## config.mk

```make
export PLATFORM = sky130hd
export DESIGN_NAME = cache_mem_bridge
export DESIGN_NICKNAME = d
export VERILOG_FILES = /design/src/rtl/cache_mem_bridge.sv
export SDC_FILE = /design/constraint.sdc
export NUM_CORES = 1
export LEC_CHECK = 0
export BUFFER_PORTS_ARGS = -buffer_cell sky130_fd_sc_hd__buf_2
export CAP_MARGIN = 10
export CORE_MARGIN = 8
export CORE_UTILIZATION = 44
export CTS_CLUSTER_DIAMETER = 150
export DETAILED_ROUTE_END_ITERATION = 8
export PLACE_DENSITY = 0.85
export SYNTH_ARGS = -nofsm -noshare
export SYNTH_HDL_FRONTEND = slang
export SYNTH_SLANG_ARGS = --single-unit
```

## constraint.sdc

```tcl
create_clock -name clk -period 4.4 [get_ports clk]
set_clock_uncertainty 0.2 [all_clocks]
set_input_delay 0.44 -clock clk [delete_from_list [all_inputs] [get_ports clk]]
set_output_delay 0.44 -clock clk [all_outputs]
set_load 0.05 [all_outputs]
```

## src/rtl/cache_mem_bridge.sv

```systemverilog
// Cache miss responder: turns line/word read and write transactions into single-word
// SRAM-style accesses. Optional feature macro: CACHE_BRIDGE_WBUF_FWD_EN (line read forwarding).
module cache_mem_bridge #(
  parameter int WIDTH = 16
) (
  input  logic                 clk,
  input  logic                 reset,
  input  logic                 rd_req,
  input  logic [2:0]           rd_type,
  input  logic [31:0]          rd_addr,
  output logic                 rd_rdy,
  output logic                 ret_valid,
  output logic                 ret_last,
  output logic [31:0]          ret_data,
  input  logic                 wr_req,
  input  logic [2:0]           wr_type,
  input  logic [31:0]          wr_addr,
  input  logic [3:0]           wr_wstrb,
  input  logic [WIDTH*8-1:0]   wr_data,
  output logic                 wr_rdy,
  output logic                 mem_req,
  output logic                 mem_wr,
  output logic [1:0]           mem_size,
  output logic [31:0]          mem_addr,
  output logic [3:0]           mem_wstrb,
  output logic [31:0]          mem_wdata,
  input  logic                 mem_addr_ok,
  input  logic                 mem_data_ok,
  input  logic [31:0]          mem_rdata
);
  localparam int WORDS = WIDTH / 4;
  localparam int CW    = (WORDS > 1) ? $clog2(WORDS) : 1;
  localparam int LB    = $clog2(WIDTH);

  typedef enum logic [2:0] {IDLE, RD_ADDR, RD_DATA, WR_ADDR, WR_DATA} state_t;

  state_t               state_q, state_d;
  logic [CW-1:0]        cnt_q, cnt_d;
  logic                 rdy_en_q;
  logic                 rd_pend_q, rd_pend_d;
  logic                 rd_line_q, rd_line_d;
  logic [1:0]           rd_size_q, rd_size_d;
  logic [31:0]          rd_addr_q, rd_addr_d;
  logic                 wb_full_q, wb_full_d;
  logic                 wb_line_q, wb_line_d;
  logic [31:0]          wb_addr_q, wb_addr_d;
  logic [3:0]           wb_wstrb_q, wb_wstrb_d;
  logic [WIDTH*8-1:0]   wb_data_q, wb_data_d;
  logic                 rd_free, wb_free, same_line, burst_last, fwd_active;
  logic [31:0]          rd_word_addr, wb_word_addr;
`ifdef CACHE_BRIDGE_WBUF_FWD_EN
  logic [CW-1:0]        fwd_cnt_q, fwd_cnt_d;
`endif

  always_comb begin
    state_d    = state_q;
    cnt_d      = cnt_q;
    rd_pend_d  = rd_pend_q;
    rd_line_d  = rd_line_q;
    rd_size_d  = rd_size_q;
    rd_addr_d  = rd_addr_q;
    wb_full_d  = wb_full_q;
    wb_line_d  = wb_line_q;
    wb_addr_d  = wb_addr_q;
    wb_wstrb_d = wb_wstrb_q;
    wb_data_d  = wb_data_q;
    rd_free    = 1'b0;
    wb_free    = 1'b0;
    ret_valid  = 1'b0;
    ret_last   = 1'b0;
    ret_data   = '0;
    mem_req    = 1'b0;
    mem_wr     = 1'b0;
    mem_size   = 2'd0;
    mem_addr   = '0;
    mem_wstrb  = '0;
    mem_wdata  = '0;
    burst_last   = (cnt_q == CW'(WORDS - 1));
    rd_word_addr = rd_line_q ? {rd_addr_q[31:LB], cnt_q, 2'b00} : rd_addr_q;
    wb_word_addr = wb_line_q ? {wb_addr_q[31:LB], cnt_q, 2'b00} : wb_addr_q;
    same_line    = wb_full_q && (rd_addr_q[31:LB] == wb_addr_q[31:LB]);
`ifdef CACHE_BRIDGE_WBUF_FWD_EN
    // Once started, forwarding continues from the held buffer even if the drain frees it.
    fwd_cnt_d  = fwd_cnt_q;
    fwd_active = rd_pend_q && rd_line_q && ((fwd_cnt_q != '0) || same_line);
    if (fwd_active) begin
      ret_valid = 1'b1;
      ret_data  = wb_data_q[{fwd_cnt_q, 5'b00000} +: 32];
      fwd_cnt_d = fwd_cnt_q + 1'b1;
      if (fwd_cnt_q == CW'(WORDS - 1)) begin
        ret_last = 1'b1;
        rd_free  = 1'b1;
      end
    end
`else
    fwd_active = 1'b0;
`endif

    case (state_q)
      IDLE: begin
        if (rd_pend_q && !same_line && !fwd_active) state_d = RD_ADDR;
        else if (wb_full_q)                          state_d = WR_ADDR;
      end
      RD_ADDR: begin
        mem_req  = 1'b1;
        mem_size = rd_line_q ? 2'd2 : rd_size_q;
        mem_addr = rd_word_addr;
        if (mem_addr_ok) state_d = RD_DATA;
      end
      RD_DATA: begin
        if (mem_data_ok) begin
          ret_valid = 1'b1;
          ret_data  = mem_rdata;
          if (!rd_line_q || burst_last) begin
            ret_last = 1'b1;
            rd_free  = 1'b1;
            cnt_d    = '0;
            state_d  = IDLE;
          end else begin
            cnt_d   = cnt_q + 1'b1;
            state_d = RD_ADDR;
          end
        end
      end
      WR_ADDR: begin
        mem_req   = 1'b1;
        mem_wr    = 1'b1;
        mem_size  = 2'd2;
        mem_addr  = wb_word_addr;
        mem_wstrb = wb_wstrb_q;
        mem_wdata = wb_line_q ? wb_data_q[{cnt_q, 5'b00000} +: 32] : wb_data_q[31:0];
        if (mem_addr_ok) state_d = WR_DATA;
      end
      WR_DATA: begin
        if (mem_data_ok) begin
          if (!wb_line_q || burst_last) begin
            wb_free = 1'b1;
            cnt_d   = '0;
            state_d = IDLE;
          end else begin
            cnt_d   = cnt_q + 1'b1;
            state_d = WR_ADDR;
          end
        end
      end
      default: state_d = IDLE;
    endcase

    rd_rdy = rdy_en_q && !rd_pend_q;
    wr_rdy = rdy_en_q && !wb_full_q && !fwd_active;
    if (rd_free) rd_pend_d = 1'b0;
    if (wb_free) wb_full_d = 1'b0;
    if (rd_req && rd_rdy) begin
      rd_pend_d = 1'b1;
      rd_line_d = (rd_type == 3'b100);
      rd_size_d = rd_type[1:0];
      rd_addr_d = rd_addr;
    end
    if (wr_req && wr_rdy) begin
      wb_full_d  = 1'b1;
      wb_line_d  = (wr_type == 3'b100);
      wb_addr_d  = wr_addr;
      wb_wstrb_d = (wr_type == 3'b100) ? 4'hF : wr_wstrb;
      wb_data_d  = wr_data;
    end

    // Outputs go quiet in the reset cycle itself, not only after the clock edge.
    if (reset) begin
      ret_valid = 1'b0;
      ret_last  = 1'b0;
      ret_data  = '0;
      mem_req   = 1'b0;
    end
  end

  always_ff @(posedge clk) begin
    if (reset) begin
      state_q   <= IDLE;
      cnt_q     <= '0;
      rdy_en_q  <= 1'b0;
      rd_pend_q <= 1'b0;
      wb_full_q <= 1'b0;
`ifdef CACHE_BRIDGE_WBUF_FWD_EN
      fwd_cnt_q <= '0;
`endif
    end else begin
      state_q   <= state_d;
      cnt_q     <= cnt_d;
      rdy_en_q  <= 1'b1;
      rd_pend_q <= rd_pend_d;
      wb_full_q <= wb_full_d;
`ifdef CACHE_BRIDGE_WBUF_FWD_EN
      fwd_cnt_q <= fwd_cnt_d;
`endif
    end
  end

  always_ff @(posedge clk) begin
    rd_line_q  <= rd_line_d;
    rd_size_q  <= rd_size_d;
    rd_addr_q  <= rd_addr_d;
    wb_line_q  <= wb_line_d;
    wb_addr_q  <= wb_addr_d;
    wb_wstrb_q <= wb_wstrb_d;
    wb_data_q  <= wb_data_d;
  end
endmodule
```

After elaboration in Yosys (flattened, before gate mapping)
Cells that the tools add are included. Widths: inputs -> output; s select.

Flip-flop bits (word level): 208. Bits in latches: 0. Memory bits (writable): 0. Memory bits (read-only): 0. Bits of input ports: 240. Output and inout port bits: 108. Word-level logic and storage cells: 90. Memories kept: 0.

$add $sub $neg: 1. Multipliers: 0. Divide/modulo/power cells: 0. Order comparisons: 0. Equal/unequal tests: 13. Shift-type cells: 1. Muxes and demuxes: 43. Bitwise logic cells: 0. Reduce and logical (&&, ||, !) cells: 20.

Operators with widths (number): $mux 32 (5); $shiftx 128x8->32 (1); $pmux 32 s2 (1); $eq 28x28->1 (1); $mux 1 (19); $mux 3 (6); $pmux 3 s5 (1); $mux 2 (6); $mux 4 (3); $eq 3x3->1 const B (3); $ne 2x2->1 const B (4); $pmux 2 s2 (2); $eq 3x2->1 const B (2); $logic_and 1x1->1 (6); $reduce_bool 2->1 (3); $logic_not 1->1 (5); $reduce_and 5->1 (1); $eq 3x1->1 const B (1); $logic_not 3->1 (1); $ne 3x3->1 const B (1); $reduce_and 3->1 (1); $add 2x1->2 const B (1); $eq 2x2->1 const B (1); $logic_or 1x1->1 (2); $reduce_or 2->1 (1).

Depth between registers and ports, before layout
Word-level depth: 7. Gate-level depth with buffers: 7.

Least setup slack after synthesis
OpenSTA, ideal clock, no wires.

Path kind: reg2reg. Start point: reg wb_full_q. End point: reg wb_addr_q[0], enable pin. Setup time: 0.517 ns. Data arrival time: 4.429 ns. Path slack: -0.746 ns. Stages on the path, launching flop included: 4. Path buffers: 0. Path through: dfxtp_1 > nor2b_1 > nand2_1 > inv_1.

Longest elaborated chain between the ends: 3.

Ends and longest elaborated chain: start, declared (line 44) `logic wb_full_q, wb_full_d;`; start signal, assigned (line 191) `wb_full_q <= wb_full_d;`; $logic_not 1->1 (line 150) `wr_rdy = rdy_en_q && !wb_full_q && !fwd_active;`; $logic_and 1x1->1 (line 150); named net wr_rdy (line 20) `output logic wr_rdy,`; $logic_and 1x1->1 (line 159) `if (wr_req && wr_rdy) begin`; end signal, assigned (line 203) `wb_addr_q <= wb_addr_d;`; end, declared (line 46) `logic [31:0] wb_addr_q, wb_addr_d;`.

The timed path passes the listed nets, and every way through them passes these cells. A chain may end at the register's enable or synchronous reset.

Final worst setup path
Start point: reg wb_line_q. End point: out mem_wdata[6].

Longest elaborated chain between the ends: 2.

Ends and longest elaborated chain: start, declared (line 45) `logic wb_line_q, wb_line_d;`; start signal, assigned (line 202) `wb_line_q <= wb_line_d;`; $mux 32 (line 131) `mem_wdata = wb_line_q ? wb_data_q[{cnt_q, 5'b00000} +: 32] : wb_data_q[31:0];`; $mux 32 (line 99) `case (state_q)`; end, declared (line 26) `output logic [31:0] mem_wdata,`.

Every way passes these cells.

==> out/metrics.yaml <==
timing:
  setup_tns_ns: 0
  final_hold_viol_count: 0
  rsz0062_at_grt: "no"
  finalCriticalPeriod_ns: 3.91
  max_slew_margin_pct: 13.6
  worst_pin_slew_ns: 1.30
  slew_viol_final: 0
  finalCritPeriodShare_pct: 88.9
  clock.fmax_mhz: 256
  setup_viol: 0
synth:
  synth_cell_types: 42
  synthDominantCellAreaShare_pct: 69.3
  synth_edf_count: 200
  synth-adder-area-share_pct: 0.144
  synth_top_family_by_area: "simple AND/OR/NAND/NOR gates"
  synth_compound_area_share_pct: 7.35
  synthXorXnorAreaFrac_pct: 2.93
  synth_ff_type: "edfxtp_1"
  yosysWarnings: 0
  synth_cells: 614
  synth_nets: 855
  synthMuxAreaShare_pct: 7.16
  synth-seq-area-share_pct: 71.2
  synthSimpleGateAreaFrac_pct: 9.04
  synth_area_leaders: "edfxtp_1, mux2i_1, o21ai_0"
  ys_seq_elements: 208
  netlist_area_sq_um: 8660
  synth-async-reset-ratio_pct: 0
  syn_avg_cell_area_sq_um: 14.1
  yosysTopAreaCell: "edfxtp_1"
layout:
  areaGrowthSynthToFinish_pct: 55.7
  final_util_pct: 69.5
  fin_area_sq_um: 13500
  drive_gt1_share_pct: 34.2
  stdcell_count: 1450
  fin_nets: 1403
  fill_cells: 1349
grt:
  grt_pass1_wl_mm: 46.4
  grt_overflow: 0
  grt_max_degree: 124
  antenna_found_initial: 5
  grt.total_usage_pct: 24.9
  grt_pass1_vias: 8341
setup_path:
  path_cells: "buf_4 -> o21a_1 -> o21ai_0 -> a21oi_1 -> buf_2"
  slowest_delay_ns: 1.07
  crit_family: "compound AO/OA/AOI/OAI gates"
  critPathKind: "reg -> out"
  cpMaxStageDelayCell: "o21a_1"
  path_buf_inv: 2
  endpoint_kind: "output port"
  cp.depth: 5
  crit_required_ns: 3.76
  critPathLaunchType: "register"
  cp_max_fo: 38
  worst_ep_arrival_time_ns: 3.27
  ff2ff_path_depth: 7
drt:
  dr.pass1.iters: 5
  drc: 0
  first_iter_violations: 484
  vias_per_cell: 5.38
  antenna_left: 0
  routedWlPerCell_um: 22.3
  num_vias: 7801
  wl_mm: 32.3
placement:
  dp_hpwl_mm: 18.2
  portBuffers: 347
  placed_area_sq_um: 10700
  dp_cells: 1201
  gp_congestion: 0.871
run:
  drv_cap: 0
cts:
  clock_latency_ns: 0.51
  numCtsBuffers: 23
  cts.path.max_buffers: 3
  post_cts_resize_count: 0
  htreeDepth: 1
  clock-sinks: 208
  tritoncts: "built"
  cts-root-buf: "clkbuf_16"
  path_clk_slew_ns: 0.06
floorplan:
  rows: 51
  die-area_sq_um: 24400
  die_w_um: 156
  coreArea_sq_um: 19400
  die_h_um: 156
  initial_utilization_pct: 44.7
  ios: 348
power_and_ir_drop:
  leakage_nw: 5.48
  p_total_mw: 5.85
  cellPowerDensity_nw_per_um2: 434
  ir_worst_vdd_v: 0.000446
status:
  status: "finished, final reports clean"
min_path:
  min_path_type: "in -> reg"
  holdPathStages: 2
cell usage after synthesis, drive strengths merged, types with 3 or more instances:
master	count
a21oi	36
a22oi	3
and2	36
buf	21
clkbuf	15
dfxtp	8
edfxtp	200
inv	4
mux2i	62
nand2	37
nand2b	6
nand4	5
nor2	45
nor3	7
nor4	6
o21ai	67
or2	4
xnor2	18
xor2	11
power breakdown:
part	total, mW	switching [mW]	internal [mW]
Combinational	1.45	0.965	0.481
Sequential	2.35	0.0572	2.29
Clock	2.06	0.800	1.26
Total	5.85	1.82	4.02
layout make-up:
type / instances / area, sq um / area share (%)
Tap cell: 265 / 332 / 2.46
Clock inverter: 12 / 188 / 1.39
Multi-Input combinational cell: 366 / 2310 / 17.2
Timing Repair Buffer: 559 / 3850 / 28.5
Sequential cell: 208 / 6170 / 45.7
Inverter: 4 / 18.8 / 0.139
Clock buffer: 29 / 598 / 4.43
Antenna cell: 7 / 17.5 / 0.130
sequential cells by signal, indices dropped and copies added (netlist names):
register	cells
wb_data_q	128
rd_addr_q	32
wb_addr_q	32
wb_wstrb_q	4
state_q	3
cnt_q	2
rd_size_q	2
rd_line_q	1
rd_pend_q	1
rdy_en_q	1
wb_full_q	1
wb_line_q	1
final timing paths:
| kind | startpoint | slack, ns | endpoint |
|---|---|---|---|
| max | wb_line_q$_DFFE_PP_ | 0.49 | mem_wdata[6] |
| min | reset | 0.06 | rdy_en_q$_DFF_P_ |
| max reg2reg | cnt_q[1]$_SDFFE_PP0P_ | 2.08 | state_q[0]$_SDFFE_PP0P_ |
| min reg2reg | wb_full_q$_SDFFE_PP0P_ | 0.36 | wb_full_q$_SDFFE_PP0P_ |
cell usage in the layout (no fill, tap or decap), types with 2 or more instances in the layout:
cell type	count
a21oi_1	36
a22oi_1	3
and2_1	36
buf_2	347
buf_4	10
bufinv_16	5
clkbuf_1	6
clkbuf_16	23
clkinv_1	3
clkinv_2	2
clkinvlp_4	2
dfxtp_1	6
dfxtp_2	2
diode_2	7
dlygate4sd3_1	200
edfxtp_1	200
inv_1	2
mux2i_1	62
nand2_1	37
nand2b_1	6
nand3_1	2
nand4_1	5
nor2_1	44
nor2b_1	2
nor3_1	6
nor3b_1	2
nor4_1	6
o21a_1	2
o21ai_0	53
o21ai_1	14
o32ai_1	2
or2_2	4
or3b_1	2
xnor2_1	18
xor2_1	11
metrics by stage:
step                      setup slack, ns  hold WS (ns)
after floorplan                     0.574         0.288
after global placement               1.39         0.320
after detailed placement             1.23         0.352
after CTS                           0.655        0.0407
after global routing                0.429        0.0586
final                               0.489        0.0632
per-layer routing:
layer,track usage [%],vias up,part of all wire (%)
met5,0,-,0
met4,17.7,0,6.7
met3,6.34,158,8.6
met2,45.1,533,52
met1,24.5,3743,32
li1,-,3367,-
cell families after synthesis:
| kind of cell | Yosys count |
|---|---|
| compound gates | 117 |
| buf+inv | 40 |
| flops | 208 |
| mux | 62 |
| simple gates | 157 |
| fa+ha+maj | 1 |
| xor+xnor | 29 |
timing repair:
| item | 4_1_cts | 5_1_grt |
|---|---|---|
| endpoints found under the hold margin | 200 | 0 |
| setup buffers | 0 | 0 |
| hold buffers | 200 | 0 |
Note: power is estimated with default switching activity, not from simulation.
